[config.mk]
export PLATFORM = sky130hd
export DESIGN_NAME = mem_wb_stage
export DESIGN_NICKNAME = d
export VERILOG_FILES = /design/src/rtl/pipe_pkg.sv /design/src/rtl/mem_wb_reg.sv /design/src/rtl/mem_wb_stage.sv
export SDC_FILE = /design/constraint.sdc
export NUM_CORES = 1
export LEC_CHECK = 0
export BUFFER_PORTS_ARGS = -buffer_cell sky130_fd_sc_hd__buf_2
export CELL_PAD_IN_SITES_DETAIL_PLACEMENT = 1
export CELL_PAD_IN_SITES_GLOBAL_PLACEMENT = 1
export CORE_ASPECT_RATIO = 1.5
export CORE_MARGIN = 4
export CORE_UTILIZATION = 29
export DETAILED_ROUTE_END_ITERATION = 7
export HOLD_SLACK_MARGIN = 0.12
export PLACE_DENSITY_LB_ADDON = 0.1
export SLEW_MARGIN = 5
export SYNTH_ARGS = -nofsm -noshare
export SYNTH_HDL_FRONTEND = slang
export SYNTH_SLANG_ARGS = --single-unit
[constraint.sdc]
create_clock -name clk_i -period 2.95 [get_ports clk_i]
set_input_delay 0.295 -clock clk_i [delete_from_list [all_inputs] [get_ports clk_i]]
set_output_delay 0.295 -clock clk_i [all_outputs]
set_load 0.01 [all_outputs]
[src/rtl/pipe_pkg.sv]
// Shared types for the pipeline back end: MEM-stage FSM states and the MEM/WB bundle.
package pipe_pkg;

    localparam int unsigned PIPE_DATA_W  = 32;
    localparam int unsigned PIPE_RADDR_W = 5;

    typedef enum logic {
        StIdle = 1'b0,
        StWait = 1'b1
    } mem_state_e;

    // Fields of the MEM/WB register feeding the write-back mux.
    typedef struct packed {
        logic                    reg_write;
        logic                    mem_to_reg;
        logic [PIPE_DATA_W-1:0]  alu_result;
        logic [PIPE_DATA_W-1:0]  read_data;
        logic [PIPE_RADDR_W-1:0] rd_addr;
    } mem_wb_t;

endpackage

[src/rtl/mem_wb_reg.sv]
// MEM/WB pipeline register. A bubble clears only the write-back controls so the
// datapath fields keep their last values; read_data has its own load enable.
module mem_wb_reg
    import pipe_pkg::*;
(
    input  logic    i_clk,
    input  logic    i_rst_n,
    input  logic    i_load,
    input  logic    i_bubble,
    input  logic    i_rdata_load,
    input  mem_wb_t i_next,
    output mem_wb_t o_q
);

    mem_wb_t r_q;

    // Load / bubble / hold, with read_data updated only on load completion.
    always_ff @(posedge i_clk or negedge i_rst_n) begin
        if (!i_rst_n) begin
            r_q <= '0;
        end else begin
            if (i_bubble) begin
                r_q.reg_write  <= 1'b0;
                r_q.mem_to_reg <= 1'b0;
            end else if (i_load) begin
                r_q.reg_write  <= i_next.reg_write;
                r_q.mem_to_reg <= i_next.mem_to_reg;
                r_q.alu_result <= i_next.alu_result;
                r_q.rd_addr    <= i_next.rd_addr;
            end
            if (i_rdata_load) begin
                r_q.read_data <= i_next.read_data;
            end
        end
    end

    assign o_q = r_q;

endmodule

[src/rtl/mem_wb_stage.sv]
// MEM stage: data-memory access over req/ack, upstream stall, timeout watchdog,
// and the MEM/WB register. DATA_W/RADDR_W must match the pipe_pkg bundle widths.
module mem_wb_stage
    import pipe_pkg::*;
#(
    parameter int unsigned DATA_W  = PIPE_DATA_W,
    parameter int unsigned ADDR_W  = 32,
    parameter int unsigned RADDR_W = PIPE_RADDR_W,
    parameter int unsigned TIMEOUT = 255
) (
    input  logic               clk_i,
    input  logic               rst_n_i,
    input  logic               valid_i,
    input  logic               reg_write_i,
    input  logic               mem_to_reg_i,
    input  logic               mem_read_i,
    input  logic               mem_write_i,
    input  logic [DATA_W-1:0]  alu_result_i,
    input  logic [DATA_W-1:0]  write_data_i,
    input  logic [RADDR_W-1:0] rd_addr_i,
    output logic               mem_req_o,
    output logic               mem_we_o,
    output logic [ADDR_W-1:0]  mem_addr_o,
    output logic [DATA_W-1:0]  mem_wdata_o,
    input  logic               mem_ack_i,
    input  logic [DATA_W-1:0]  mem_rdata_i,
    output logic               stall_o,
    output logic               reg_write_o,
    output logic               mem_to_reg_o,
    output logic [DATA_W-1:0]  alu_result_o,
    output logic [DATA_W-1:0]  read_data_o,
    output logic [RADDR_W-1:0] rd_addr_o,
    output logic               misalign_o,
    output logic               timeout_o
);

    localparam int unsigned     CNT_W   = (TIMEOUT > 1) ? $clog2(TIMEOUT + 1) : 1;
    localparam logic            TO_EN   = (TIMEOUT != 0);
    localparam logic [CNT_W-1:0] TO_LAST = CNT_W'(TIMEOUT - 1);

    mem_state_e         r_state;
    logic [CNT_W-1:0]   r_cnt;
    logic               r_timeout;
    logic               r_misalign;
    logic               r_we;
    logic [ADDR_W-1:0]  r_addr;
    logic [DATA_W-1:0]  r_wdata;
    logic               r_reg_write;
    logic               r_mem_to_reg;
    logic [DATA_W-1:0]  r_alu;
    logic [RADDR_W-1:0] r_rd;
    logic               r_is_load;

    logic    w_mem_op;
    logic    w_misalign;
    logic    w_access;
    logic    w_to_hit;
    logic    w_load;
    logic    w_bubble;
    logic    w_rdata_load;
    mem_wb_t w_next;
    mem_wb_t w_q;

    assign w_mem_op   = valid_i & (mem_read_i | mem_write_i);
    assign w_misalign = w_mem_op & (alu_result_i[1:0] != 2'b00);
    assign w_access   = w_mem_op & (alu_result_i[1:0] == 2'b00);
    // Last WAIT cycle before giving up; stall drops here so EX/MEM moves past the access.
    assign w_to_hit   = TO_EN & (r_state == StWait) & ~mem_ack_i & (r_cnt == TO_LAST);

    // FSM, request latch, timeout counter and registered status flags.
    always_ff @(posedge clk_i or negedge rst_n_i) begin
        if (!rst_n_i) begin
            r_state      <= StIdle;
            r_cnt        <= '0;
            r_timeout    <= 1'b0;
            r_misalign   <= 1'b0;
            r_we         <= 1'b0;
            r_addr       <= '0;
            r_wdata      <= '0;
            r_reg_write  <= 1'b0;
            r_mem_to_reg <= 1'b0;
            r_alu        <= '0;
            r_rd         <= '0;
            r_is_load    <= 1'b0;
        end else begin
            r_misalign <= (r_state == StIdle) & w_misalign;
            unique case (r_state)
                StIdle: begin
                    if (w_access) begin
                        r_state      <= StWait;
                        r_cnt        <= '0;
                        r_we         <= mem_write_i;
                        r_addr       <= ADDR_W'(alu_result_i);
                        r_wdata      <= write_data_i;
                        r_reg_write  <= reg_write_i;
                        r_mem_to_reg <= mem_to_reg_i;
                        r_alu        <= alu_result_i;
                        r_rd         <= rd_addr_i;
                        // Read+write together is a store.
                        r_is_load    <= mem_read_i & ~mem_write_i;
                    end
                end
                StWait: begin
                    if (mem_ack_i) begin
                        r_state <= StIdle;
                    end else if (w_to_hit) begin
                        r_state   <= StIdle;
                        r_timeout <= 1'b1;
                    end else begin
                        r_cnt <= r_cnt + CNT_W'(1);
                    end
                end
                default: r_state <= StIdle;
            endcase
        end
    end

    // MEM/WB load selection: direct from inputs in IDLE, from the latch on ack.
    always_comb begin
        w_load       = 1'b0;
        w_bubble     = 1'b0;
        w_rdata_load = 1'b0;
        w_next       = '0;
        if (r_state == StIdle) begin
            w_next.reg_write  = reg_write_i;
            w_next.mem_to_reg = mem_to_reg_i;
            w_next.alu_result = alu_result_i;
            w_next.rd_addr    = rd_addr_i;
            if (valid_i & ~w_mem_op) begin
                w_load = 1'b1;
            end else begin
                w_bubble = 1'b1;
            end
        end else begin
            w_next.reg_write  = r_reg_write;
            w_next.mem_to_reg = r_mem_to_reg;
            w_next.alu_result = r_alu;
            w_next.rd_addr    = r_rd;
            w_next.read_data  = mem_rdata_i;
            if (mem_ack_i) begin
                w_load       = 1'b1;
                w_rdata_load = r_is_load;
            end else if (w_to_hit) begin
                w_bubble = 1'b1;
            end
        end
    end

    mem_wb_reg u_mem_wb_reg (
        .i_clk        (clk_i),
        .i_rst_n      (rst_n_i),
        .i_load       (w_load),
        .i_bubble     (w_bubble),
        .i_rdata_load (w_rdata_load),
        .i_next       (w_next),
        .o_q          (w_q)
    );

    // Stall is gated by reset so it drops immediately with the rest of the outputs.
    assign stall_o = rst_n_i & (((r_state == StIdle) & w_access) |
                                ((r_state == StWait) & ~mem_ack_i & ~w_to_hit));

    assign mem_req_o    = (r_state == StWait);
    assign mem_we_o     = r_we;
    assign mem_addr_o   = r_addr;
    assign mem_wdata_o  = r_wdata;
    assign misalign_o   = r_misalign;
    assign timeout_o    = r_timeout;
    assign reg_write_o  = w_q.reg_write;
    assign mem_to_reg_o = w_q.mem_to_reg;
    assign alu_result_o = w_q.alu_result;
    assign read_data_o  = w_q.read_data;
    assign rd_addr_o    = w_q.rd_addr;

endmodule

==> results.ini <==
[setup_path]
r2r_cells=5
setup.worst_path.start=mem_write_i
crit_path_end_kind=primary output
cp_num_buf_inv=3
r2r-start=mem_req_o$_DFF_PN0_
max_stage_delay_ns=0.60
start_kind=input port
cp.arrival_ns=2.47
crit_chain=dlygate4sd3_1 -> buf_2 -> nor2_1 -> or3_2 -> a21boi_0 -> buf_2
cp_common_cell=buf_2
cp.required_ns=2.65
slowest_stage=nor2_1
worstPathMaxFanout=15
worstSetupPathType=input port to primary output
r2r-end=u_mem_wb_reg.o_q[64]$_DFFE_PN0P_
cp_top_family=simple AND/OR/NAND/NOR gates
regToRegSetupSlack_ns=0.70

[layout]
fin_util_pct=43.4
syn_to_final_growth_pct=47.0
final_cell_mix=buf_2 (247), dfrtp_1 (154), mux2_2 (143), dlygate4sd3_1 (100), mux2_4 (34)
fillers=2360
drive_above_1_share_pct=59.9
design_area_sq_um=9710
largest_register_ffs=71
final_common_cell=buf_2
fin_nets=879
antenna_cells=0

[timing]
rsz0062_at_grt=no
clock_skew_ns=0.0131
tns_ns=0
setup_viol=0
fin_crit_ns=2.76
hold-worst-slack_ns=0.149
finalMaxSlewViolations=0
worst_slew_pin_slew_ns=0.768
hold_viol_final=0
max_freq_mhz=362
maxSlewHeadroom_pct=48.6
fin_crit_sh_pct=93.6

[floorplanning]
start_util_pct=29.5
dieArea_sq_um=25300
io_pins=249
die_y_microns=193
core_sq_um=22400
die_w_microns=131
core.rowCount=67

[place]
portBuffers=248
placed_cell_area_sq_um=8140
place_congestion=0.692
hpwl_microns=12900

[synthesis]
ys_types=39
synth_top_family_by_area=multiplexers
synthXorXnorAreaFrac_pct=0
ys_ff_latch=155
syn_area_per_cell_sq_um=15.9
syn_nets=526
synthAdderAreaFrac_pct=0.379
syn-cell-area_sq_um=6600
synth_compound_area_share_pct=2.44
synth-simple-area-share_pct=2.41
ys.warnings.count=0
synthCells=415
muxShareOfSynthArea_pct=33.2
ys_seq_area_share_pct=58.7

[grt]
grt_use_total_pct=15.0
busiest_layer=met2
met3_usage_pct=5.35
use_met1_pct=15.4
antenna_found_initial=1
grt_use_met2_pct=27.9
grt_max_degree=72
grt-ovfl-total=0
grt_pass1_vias=5416
grt_pass1_wl_microns=29500

[routing]
first_iter_violations=91
ant_nets=0
dr_total_vias=4757
post_drt_via_cell_ratio=4.50
drc=0
routed_wl_microns=18500
routedWlPerCell_microns=17.5
first_pass_iters=4

[clocking]
cts_resized=0
cts.path.max_buffers=2
cts_tree=done
post_cts_buffers=0
postCtsHoldBufs=100
clk_pin_slew_worst_paths_ns=0.06
cts_root_buffer=clkbuf_16
clk_latency_ns=0.43
htreeDepth=4
numCtsBuffers=17
cts_sinks=155

[pwr]
leakage_uw=0.00471
irDropWorstVdd_uv=360
power_density_nw_per_um2=732

[hold_path]
hp-start=rd_addr_i[1]
hold_path_class=input port to register
worst_hold_path.endpoint=r_rd[1]$_DFFE_PN0P_
holdPathStages=2

[job]
cap_violations=0

[outcome]
status=completed

-- cell type report --
class                      count  area [sq um]  share of cell area [%]
tap                          276           345                    3.56
multi-input combinational    230          2550                    26.3
timing repair buffer         357          2340                    24.1
clock inverter                 7          65.1                   0.670
clock buffer                  25           495                    5.11
inverter                       7          26.3                   0.271
sequential                   155          3880                    40.0
-- kinds of logic after synthesis --
kind of cell / Yosys count
multiplexers: 184
flip-flops: 155
buffers and inverters: 30
AND/OR/NAND/NOR: 23
AO/OA/AOI/OAI: 21
adder cells (fa/ha/maj): 2
-- per-layer routing --
metal	routed length [microns]	up-vias	part of all wire, %
met5	13	-	0.070
met4	328	2	1.8
met3	1230	21	6.7
met2	10200	166	55
met1	6790	2384	37
li1	-	2184	-
-- per-stage QoR --
step	std cells	setup slack [ns]	power, uW
floorplan	415	1.07	4060
global placement	925	0.501	4930
detailed placement	925	0.425	5000
CTS	1057	0.161	7260
global route	1057	0.0225	7560
finish	1057	0.188	7110
-- power by group --
| group | switching (uW) | leakage [uW] | internal (uW) |
|---|---|---|---|
| sequential | 334 | 0.00188 | 2720 |
| combinational | 877 | 0.00256 | 1080 |
| clock | 848 | 0.000273 | 1250 |
-- Yosys cell counts (all sizes together) --
| cell | number | share of area, % |
|---|---|---|
| buf | 19 | 2.2 |
| inv | 7 | 0.40 |
| nand4 | 1 | 0.095 |
| nor4b | 1 | 0.13 |
| and3 | 1 | 0.095 |
| nor3 | 2 | 0.32 |
| o211ai | 2 | 0.23 |
| a21boi | 1 | 0.11 |
| or2 | 1 | 0.095 |
| nand2b | 2 | 0.30 |
| o31ai | 11 | 1.3 |
| o311a | 1 | 0.15 |
| nand2 | 2 | 0.11 |
| dfrtp | 155 | 59 |
| and2 | 3 | 0.28 |
| or3 | 2 | 0.19 |
| nor2b | 1 | 0.095 |
| o21ai | 2 | 0.15 |
| o2111ai | 1 | 0.13 |
| nor2 | 1 | 0.057 |
| and4b | 1 | 0.15 |
| clkbuf | 4 | 0.23 |
| mux2 | 178 | 32 |
| and4 | 1 | 0.13 |
| ha | 2 | 0.38 |
| nor3b | 1 | 0.11 |
| a21oi | 1 | 0.076 |
| mux2i | 6 | 0.91 |
| nand3 | 3 | 0.23 |
| o2bb2ai | 2 | 0.27 |
-- worst register-to-register path: stages, from the launching register on --
cell and delay [ns]:
dfrtp_2 0.36, buf_4 0.53, nand2_1 0.20, o31ai_4 0.09, buf_4 0.51, mux2_2 0.42
-- how the worst max path moves through the flow --
stage                                  endpoint  slack [ns]  depth (start not counted)
after floorplan                         stall_o        1.07                          6
after global placement    r_alu[30]$_DFFE_PN0P_        0.50                          5
after CTS                               stall_o        0.16                          6
after global routing                    stall_o        0.02                          6
final                                   stall_o        0.19                          6
after detailed placement  r_alu[17]$_DFFE_PN0P_        0.43                          5
No activity file was read; power rests on OpenSTA's default activity.
